**config.mk**
```make
export PLATFORM = sky130hd
export DESIGN_NAME = phase_sequencer_flat
export DESIGN_NICKNAME = d
export VERILOG_FILES = /design/src/rtl/phase_sequencer_if.sv /design/src/rtl/phase_sequencer.sv /design/src/flat_wrapper.sv
export SDC_FILE = /design/constraint.sdc
export NUM_CORES = 1
export LEC_CHECK = 0
export CAP_MARGIN = 20
export CORE_AREA = 2 2 58 60
export CTS_CLUSTER_SIZE = 40
export DETAILED_ROUTE_END_ITERATION = 10
export DIE_AREA = 0 0 60 62
export GPL_TIMING_DRIVEN = 0
export PLACE_DENSITY = 0.79
export SYNTH_ARGS = -nofsm -noshare
export SYNTH_HDL_FRONTEND = slang
export SYNTH_SLANG_ARGS = --single-unit
```
**constraint.sdc**
```tcl
create_clock -name clk -period 2.3 [get_ports clk]
set_input_delay 0.575 -clock clk [delete_from_list [all_inputs] [get_ports clk]]
set_output_delay 0.575 -clock clk [all_outputs]
set_load 0.1 [all_outputs]
```
**src/rtl/phase_sequencer_if.sv**
```systemverilog
// Signal bundle between phase_sequencer and the decoder, PC, register file and memory port.
interface phase_sequencer_if #(
    parameter int unsigned CNT_W = 16
);
    logic             run;
    logic [15:0]      COMMAND;
    logic             write;
    logic             writeEnable;
    logic             PC_load;
    logic             branch_taken;
    logic             mem_ready;
    logic             step;

    logic [4:0]       phase;
    logic             ir_load;
    logic             pc_inc;
    logic             pc_load_en;
    logic             reg_we;
    logic             mem_req;
    logic             mem_we;
    logic             halted;
    logic [CNT_W-1:0] instr_count;

    modport master (
        input  run, COMMAND, write, writeEnable, PC_load, branch_taken, mem_ready, step,
        output phase, ir_load, pc_inc, pc_load_en, reg_we, mem_req, mem_we, halted,
               instr_count
    );

    modport slave (
        output run, COMMAND, write, writeEnable, PC_load, branch_taken, mem_ready, step,
        input  phase, ir_load, pc_inc, pc_load_en, reg_we, mem_req, mem_we, halted,
               instr_count
    );
endinterface

```
**src/rtl/phase_sequencer.sv**
```systemverilog
// Five-phase instruction sequencer gating decoder strobes into fetch/read/execute/memory/writeback.
// Optional single-step mode (STEP_WAIT after every writeback) is enabled by defining SEQ_STEP_EN.
module phase_sequencer #(
    parameter int unsigned CNT_W = 16
) (
    input logic               clk,
    input logic               reset,
    phase_sequencer_if.master bus
);
    localparam int unsigned PH_W = 5;

    typedef enum logic [2:0] {
        IDLE      = 3'd0,
        P1        = 3'd1,
        P2        = 3'd2,
        P3        = 3'd3,
        P4        = 3'd4,
        P5        = 3'd5,
        HALT      = 3'd6
`ifdef SEQ_STEP_EN
        , STEP_WAIT = 3'd7
`endif
    } state_t;

    state_t            state;
    logic [PH_W-1:0]   phase_q;
    logic              halted_q;
    logic [CNT_W-1:0]  count;

    logic              is_load;
    logic              is_hlt;
    logic              mem_phase;
    state_t            after_wb;

    logic              ir_load_c;
    logic              pc_inc_c;
    logic              pc_load_en_c;
    logic              reg_we_c;
    logic              mem_req_c;
    logic              mem_we_c;

    // Instruction classes resolved from the opcode field.
    assign is_load   = (bus.COMMAND[15:14] == 2'b00);
    assign is_hlt    = (bus.COMMAND[15:14] == 2'b11) && (bus.COMMAND[7:4] == 4'hF);
    assign mem_phase = is_load | bus.writeEnable;

    logic unused_cmd_bits;
    assign unused_cmd_bits = ^{bus.COMMAND[13:8], bus.COMMAND[3:0]};

`ifdef SEQ_STEP_EN
    assign after_wb = STEP_WAIT;
`else
    assign after_wb = P1;
    logic unused_step;
    assign unused_step = bus.step;
`endif

    function automatic logic [PH_W-1:0] phase_of(input state_t s);
        logic [PH_W-1:0] ph;
        ph = '0;
        case (s)
            P1:      ph = PH_W'(5'b00001);
            P2:      ph = PH_W'(5'b00010);
            P3:      ph = PH_W'(5'b00100);
            P4:      ph = PH_W'(5'b01000);
            P5:      ph = PH_W'(5'b10000);
            default: ph = '0;
        endcase
        return ph;
    endfunction

    // Phase FSM; phase and halted are registered alongside the state they describe.
    always_ff @(posedge clk) begin
        if (reset) begin
            state    <= IDLE;
            phase_q  <= '0;
            halted_q <= 1'b0;
            count    <= '0;
        end else begin
            case (state)
                IDLE: begin
                    if (bus.run) begin
                        state   <= P1;
                        phase_q <= phase_of(P1);
                    end
                end
                P1: begin
                    if (bus.mem_ready) begin
                        state   <= P2;
                        phase_q <= phase_of(P2);
                    end
                end
                P2: begin
                    state   <= P3;
                    phase_q <= phase_of(P3);
                end
                P3: begin
                    if (is_hlt) begin
                        state    <= HALT;
                        phase_q  <= '0;
                        halted_q <= 1'b1;
                    end else begin
                        state   <= P4;
                        phase_q <= phase_of(P4);
                    end
                end
                P4: begin
                    if (!mem_phase || bus.mem_ready) begin
                        state   <= P5;
                        phase_q <= phase_of(P5);
                    end
                end
                P5: begin
                    state   <= after_wb;
                    phase_q <= phase_of(after_wb);
                    count   <= count + CNT_W'(1);
                end
                HALT: begin
                    if (bus.run) begin
                        state    <= P1;
                        phase_q  <= phase_of(P1);
                        halted_q <= 1'b0;
                    end
                end
`ifdef SEQ_STEP_EN
                STEP_WAIT: begin
                    if (bus.step) begin
                        state   <= P1;
                        phase_q <= phase_of(P1);
                    end
                end
`endif
                default: begin
                    state    <= IDLE;
                    phase_q  <= '0;
                    halted_q <= 1'b0;
                end
            endcase
        end
    end

    // Strobes follow the current phase and the same-cycle decoder/handshake inputs.
    always_comb begin
        ir_load_c    = 1'b0;
        pc_inc_c     = 1'b0;
        pc_load_en_c = 1'b0;
        reg_we_c     = 1'b0;
        mem_req_c    = 1'b0;
        mem_we_c     = 1'b0;
        case (state)
            P1: begin
                mem_req_c = 1'b1;
                ir_load_c = bus.mem_ready;
            end
            P4: begin
                if (mem_phase) begin
                    mem_req_c = 1'b1;
                    mem_we_c  = bus.writeEnable;
                end
            end
            P5: begin
                reg_we_c = bus.write;
                if (bus.PC_load && bus.branch_taken) begin
                    pc_load_en_c = 1'b1;
                end else begin
                    pc_inc_c = 1'b1;
                end
            end
            default: begin
            end
        endcase
    end

    assign bus.phase       = phase_q;
    assign bus.halted      = halted_q;
    assign bus.instr_count = count;
    assign bus.ir_load     = ir_load_c;
    assign bus.pc_inc      = pc_inc_c;
    assign bus.pc_load_en  = pc_load_en_c;
    assign bus.reg_we      = reg_we_c;
    assign bus.mem_req     = mem_req_c;
    assign bus.mem_we      = mem_we_c;

    a_pc_excl: assert property (@(posedge clk) disable iff (reset) !(pc_inc_c && pc_load_en_c));
    a_phase_1h: assert property (@(posedge clk) disable iff (reset) $onehot0(phase_q));
endmodule

```
**src/flat_wrapper.sv**
```systemverilog
// flat-port wrapper written by rule: the top's interface ports become plain ports
module phase_sequencer_flat 
#(
    parameter int unsigned CNT_W = 16
)
  (clk, reset, bus_run, bus_COMMAND, bus_write, bus_writeEnable, bus_PC_load, bus_branch_taken, bus_mem_ready, bus_step, bus_phase, bus_ir_load, bus_pc_inc, bus_pc_load_en, bus_reg_we, bus_mem_req, bus_mem_we, bus_halted, bus_instr_count);
  phase_sequencer_if #(.CNT_W(CNT_W)) bus_i ();
  input logic clk;
  input logic reset;
  input wire logic [$bits(bus_i.run)-1:0] bus_run;
  input wire logic [$bits(bus_i.COMMAND)-1:0] bus_COMMAND;
  input wire logic [$bits(bus_i.write)-1:0] bus_write;
  input wire logic [$bits(bus_i.writeEnable)-1:0] bus_writeEnable;
  input wire logic [$bits(bus_i.PC_load)-1:0] bus_PC_load;
  input wire logic [$bits(bus_i.branch_taken)-1:0] bus_branch_taken;
  input wire logic [$bits(bus_i.mem_ready)-1:0] bus_mem_ready;
  input wire logic [$bits(bus_i.step)-1:0] bus_step;
  output wire logic [$bits(bus_i.phase)-1:0] bus_phase;
  output wire logic [$bits(bus_i.ir_load)-1:0] bus_ir_load;
  output wire logic [$bits(bus_i.pc_inc)-1:0] bus_pc_inc;
  output wire logic [$bits(bus_i.pc_load_en)-1:0] bus_pc_load_en;
  output wire logic [$bits(bus_i.reg_we)-1:0] bus_reg_we;
  output wire logic [$bits(bus_i.mem_req)-1:0] bus_mem_req;
  output wire logic [$bits(bus_i.mem_we)-1:0] bus_mem_we;
  output wire logic [$bits(bus_i.halted)-1:0] bus_halted;
  output wire logic [$bits(bus_i.instr_count)-1:0] bus_instr_count;
  assign bus_i.run = bus_run;
  assign bus_i.COMMAND = bus_COMMAND;
  assign bus_i.write = bus_write;
  assign bus_i.writeEnable = bus_writeEnable;
  assign bus_i.PC_load = bus_PC_load;
  assign bus_i.branch_taken = bus_branch_taken;
  assign bus_i.mem_ready = bus_mem_ready;
  assign bus_i.step = bus_step;
  assign bus_phase = bus_i.phase;
  assign bus_ir_load = bus_i.ir_load;
  assign bus_pc_inc = bus_i.pc_inc;
  assign bus_pc_load_en = bus_i.pc_load_en;
  assign bus_reg_we = bus_i.reg_we;
  assign bus_mem_req = bus_i.mem_req;
  assign bus_mem_we = bus_i.mem_we;
  assign bus_halted = bus_i.halted;
  assign bus_instr_count = bus_i.instr_count;
  phase_sequencer #(.CNT_W(CNT_W)) u_core (.clk(clk), .reset(reset), .bus(bus_i));
endmodule
```
==> impl_metrics.ini, run 1 <==
[synth]
syn_nets = 175
synthTopCellsByArea = dfxtp_1 40%, nor2_1 5.2%, xnor2_1 5.0%
syn-instance-count = 149
ys.flop_type = dfxtp_1
synth_common_cells = 25 x dfxtp_1, 17 x nor2_1, 13 x nand2_1
synth_edf_count = 0
syn_area_per_cell_sq_um = 8.30
synth_area_leader_cell = dfxtp_1
synth_top_area_share_pct = 40.4
synth.distinct_cells = 39
syn_area_sq_mm = 0.00124
async_flop_share_pct = 0
ys_seq_elements = 25
yosysWarnings = 0
seq_area_frac_synth_pct = 40.4
synth_most_common_cell = dfxtp_1

[setup_path]
path_cells = clkdlybuf4s50_1 -> a21oi_2 -> clkdlybuf4s18_2
max_stage_delay_ps = 540
worst_path_max_delay_cell = clkdlybuf4s18_2
cp-start-kind = input port
r2r_slack_ps = 560
cp.required_ps = 1730
reg2reg_depth = 5
cp_max_fo = 2
crit_arrival_ps = 1690
reg2reg_from = u_core.bus.instr_count[0]
critPathCaptureType = output pin
path_class = input port to output pin
reg2reg_to = u_core.bus.instr_count[14]

[hold_path]
min-delay-start = u_core.bus.phase[1]
hold_depth = 1
min_path_type = flip-flop to flip-flop
holdPathEnd = u_core.bus.phase[1]

[layout]
layout-drive-gt1-share_pct = 14.4
area_growth_pct = 41.0
multi_input_comb_area_sq_um = 722
final_cells = 240
final_net_count = 221
seq_area_sq_um = 509
diodes = 0
fillers = 326

[power_and_ir_drop]
pwr_density_cell_mw_per_mm2 = 468
ir_drop_uv = 309
power_leakage_nw = 0.715
total_power_mw = 0.815

[placed_design]
place.gp.congestion = 0.828
io_buffers = 41
dp.cells = 236
hpwl_microns = 2060

[die]
row_count = 21
die_h_microns = 62
ios = 53
initial_core_util_pct = 38.9
die_x_microns = 60
core_sq_mm = 0.00318
fp.dieArea_sq_mm = 0.00372

[clock_tree]
cts-buffers-inserted = 3
hold_buffers = 0
clk_pin_slew_ps = 120
cts_tree = done
cts_buffer_depth = 2
cts_resized = 61
clkLatencyLatePin_ps = 320
cts_sinks = 25
root_buffer = clkbuf_4
htree_levels = 1
cts_setup_buffers = 0

[timing]
tightest_slew_ps = 960
finalHoldViolCount = 0
min_period_ps = 2270
finalMaxSlewViolations = 0
fmax_mhz = 441
relSlewSlack_pct = 36.2
setup-violations-final = 0
fin_worst_skew_ps = 8.84
period_share_pct = 98.5

[drt]
routed_via_density = 5.10
ant_nets = 0
drc = 0
wl_per_cell_microns = 11.6
drt_iter0_drc = 54
finalWirelength_microns = 2790
vias = 1224
first_pass_iters = 4

[global_routing]
grt_max_degree = 14
grt_use_total_pct = 15.6
grt_pass1_vias = 1026
grt_pass1_wl_microns = 4430
antenna_found_initial = 0
overflow = 0

[outcome]
outcome = finished, final reports clean

[job]
timing.max_cap.violations = 0
-- power breakdown --
group          total [mW]  switching [mW]  internal (mW)
Sequential          0.450         0.00852          0.442
Combinational       0.171           0.110         0.0611
Clock               0.194           0.127         0.0678
Total               0.815           0.245          0.570
-- worst max path at each step --
| stage | from | end | cells after the start |
|---|---|---|---|
| floorplan | u_core.state[0] | bus_mem_req | 4 |
| global placement | bus_COMMAND[15] | bus_mem_req | 5 |
| detailed placement | bus_COMMAND[15] | bus_mem_req | 5 |
| CTS | u_core.state[2] | bus_mem_we | 3 |
| global route | bus_COMMAND[15] | bus_mem_req | 5 |
| finish | bus_PC_load | bus_pc_inc | 3 |
-- cells by family (layout without fill, tap and decap cells) --
logic type / count (synthesis) / count (layout) / share of synthesized area (%)
fa+ha+maj: 1 / 1 / 1.01
buf+inv: 8 / 53 / 2.43
xor+xnor: 9 / 9 / 6.37
simple gates: 71 / 71 / 32.0
compound gates: 35 / 35 / 17.8
flops: 25 / 25 / 40.4
-- metal layers --
metal / GRT usage (%) / routed length [microns] / vias to the layer above
met1: 20.7 / 1330 / 553
met4: 8.25 / 29 / 0
met3: 2.48 / 125 / 4
met5: 0 / 0 / -
met2: 24.5 / 1300 / 34
li1: - / - / 633
-- state kept, by name, indices dropped and copies added (netlist names) --
name and cells:
u_core.bus.instr_count 16, u_core.bus.halted 1, u_core.state 3, u_core.bus.phase 5
-- worst max-delay path, delay by kind of cell --
kind | cells | cell delay (ps)
compound gates | 1 | 140
buf+inv | 2 | 970
-- stage by stage --
step	cell area (sq um)	TNS, ps	setup slack (ps)	hold WS (ps)	utilization (%)
floorplan	1250	-26.1	-26.1	591	-
global placement	1720	-4070	-869	448	54.1
detailed placement	1720	-4080	-866	448	54.1
CTS	1720	0	8.22	481	54.0
global route	1740	-17.5	-17.5	497	54.9
finish	1740	0	34.8	480	54.9
-- placed cells by master (no fill, tap or decap), types with 2 or more instances in the layout --
master	instances
clkbuf_4	4
nor3_1	4
dfxtp_2	7
clkbuf_2	2
a31oi_1	2
inv_1	3
clkdlybuf4s50_1	13
clkbuf_1	3
nor4_1	3
a21oi_1	11
o2bb2ai_1	2
nand4_1	6
nor2_1	16
buf_6	3
nor2b_1	3
dlygate4sd2_1	21
or3_1	5
o21ai_0	8
xnor2_1	7
nand2_1	13
and2_1	2
nand3_1	4
nand3b_1	3
dfxtp_1	18
xor2_1	2
-- area by class of cell --
| class | count | share of cell area (%) |
|---|---|---|
| Multi-Input combinational cell | 116 | 41.4 |
| Tap cell | 46 | 3.30 |
| Sequential cell | 25 | 29.2 |
| Inverter | 3 | 0.646 |
| Timing Repair Buffer | 41 | 22.7 |
| Buffer | 5 | 1.29 |
| Clock buffer | 4 | 1.51 |
No activity file was read; power rests on OpenSTA's default activity.
==> run 2, diff against run 1 <==
--- a/config.mk
+++ b/config.mk
@@ -6,12 +6,13 @@
 export NUM_CORES = 1
 export LEC_CHECK = 0
 export CAP_MARGIN = 20
-export CORE_AREA = 2 2 58 60
+export CORE_AREA = 2 2 63 65
 export CTS_CLUSTER_SIZE = 40
 export DETAILED_ROUTE_END_ITERATION = 10
-export DIE_AREA = 0 0 60 62
+export DIE_AREA = 0 0 65 67
+export GPL_ROUTABILITY_DRIVEN = 0
 export GPL_TIMING_DRIVEN = 0
-export PLACE_DENSITY = 0.79
+export PLACE_DENSITY = 0.68
 export SYNTH_ARGS = -nofsm -noshare
 export SYNTH_HDL_FRONTEND = slang
 export SYNTH_SLANG_ARGS = --single-unit
==> impl_metrics.ini, run 2 (synthesis gave the netlist of run 1 again) <==
[timing]
hold_ws_ps = 471
min_period_ps = 2250
setup-tns-final_ps = 0
rsz0062_at_grt = false
worst_slack_ps = 52.9
finalHoldViolCount = 0
fmax_mhz = 445
setup-violations-final = 0
tightest_slew_ps = 966
finalMaxSlewViolations = 0
fin_worst_skew_ps = 5.62
relSlewSlack_pct = 35.9
period_share_pct = 97.7

[layout]
post-route-util_pct = 48.9
mostFrequentLayoutCells = 22 x dlygate4sd2_1, 18 x dfxtp_1, 16 x nor2_1, 13 x nand2_1, 13 x clkdlybuf4s50_1
finalInstanceArea_sq_mm = 0.00176
final_cells = 242
fillers = 375
final_common_cell = dlygate4sd2_1
largest_reg_flops = 16
diodes = 0
layout-drive-gt1-share_pct = 14.4
final_net_count = 221
area_growth_pct = 42.4

[power_and_ir_drop]
pwr_density_cell_mw_per_mm2 = 500
intPower_mw = 0.623
swShare_pct = 29.3
power.share.clock_pct = 29.5
power_frac_comb_pct = 19.5
total_power_mw = 0.881
power_leakage_nw = 0.727
pwr-share-seq_pct = 51.0
ir_drop_uv = 209
p_switching_mw = 0.258

[drt]
vias = 1287
drt_iter0_drc = 46
ant_nets = 0
first_pass_iters = 4
routed_via_density = 5.32
wl_per_cell_microns = 13.1
finalWirelength_microns = 3170
drc = 0

[hold_path]
min_path_type = flip-flop to flip-flop
hold_depth = 1
min-delay-start = u_core.bus.phase[3]
holdPathEnd = u_core.bus.phase[3]

[die]
ios = 53
initial_core_util_pct = 34.3
fp.dieArea_sq_mm = 0.00436
row_count = 22
die_x_microns = 65
die_h_microns = 67
core_sq_mm = 0.00361

[setup_path]
reg2reg_from = u_core.bus.instr_count[0]
crit_arrival_ps = 1670
cp_max_fo = 3
reg2reg_to = u_core.bus.instr_count[14]
critPathCaptureType = output pin
reg2reg_depth = 5
cp-start-kind = input port
path_class = input port to output pin
cp.required_ps = 1730
r2r_slack_ps = 490

[clock_tree]
clkLatencyLatePin_ps = 270
cts_setup_buffers = 0
cts-buffers-inserted = 3
cts_sinks = 25
root_buffer = clkbuf_8
cts_buffer_depth = 2
htree_levels = 1
cts_tree = done
clk_pin_slew_ps = 80

[global_routing]
grt_max_degree = 15
overflow = 0
antenna_found_initial = 0
grt_use_total_pct = 15.6
grt_pass1_vias = 1210
grt_pass1_wl_microns = 5360

[placed_design]
placed_area_sq_mm = 0.00172
pre_cts_slack_ps = -879
hpwl_microns = 2360
io_buffers = 41
dp.cells = 238

[job]
timing.max_cap.violations = 0

[outcome]
outcome = finished, final reports clean
-- run 2: cell types whose count changed in the layout (fill, tap and decap cells not counted), sizes merged --
cell	delta
buf	+1
clkbuf	-1
clkdlybuf4s15	-1
clkdlybuf4s18	-1
clkinv	+1
dlygate4sd2	+1
-- run 2: how the worst max path moves through the flow --
| stage | from | end |
|---|---|---|
| final | bus_COMMAND[15] | bus_mem_req |
| after global routing | bus_COMMAND[15] | bus_mem_req |
| after CTS | bus_PC_load | bus_pc_inc |
| after detailed placement | bus_COMMAND[15] | bus_mem_req |
| after global placement | bus_COMMAND[15] | bus_mem_req |
| after floorplan | u_core.state[0] | bus_mem_req |
-- run 2: power groups by stage --
stage | combinational (mW) | sequential, mW | clock (mW)
finish | 0.172 | 0.450 | 0.260
global route | 0.183 | 0.451 | 0.285
CTS | 0.167 | 0.449 | 0.269
detailed placement | 0.166 | 0.460 | 0
global placement | 0.165 | 0.459 | 0
floorplan | 0.0770 | 0.492 | 0
-- run 2: cell type report --
class / count / area (sq um) / area share (%)
Inverter: 3 / 11.3 / 0.639
Tap cell: 48 / 60.1 / 3.41
Multi-Input combinational cell: 116 / 722 / 41.0
Buffer: 5 / 23.8 / 1.35
Sequential cell: 25 / 509 / 28.9
Clock buffer: 3 / 41.3 / 2.34
Timing Repair Buffer: 41 / 389 / 22.1
Clock inverter: 1 / 5.00 / 0.284
-- run 2: critical path, cell delays in order --
cell,delay (ps)
clkdlybuf4s50_1,430
o21bai_2,190
a21oi_1,100
nor2_2,170
buf_12,200
-- run 2: per-layer routing --
metal	track usage [%]	wire length, microns
met1	20.1	1470
met2	25.8	1560
met3	3.04	106
met4	5.59	34
met5	0	0
-- run 2: timing repair --
item	in CTS	in global routing
hold buffers	0	0
cloned	0	0
hold endpoints to repair	0	0
setup endpoints to repair	28	6
gates resized for setup	63	9
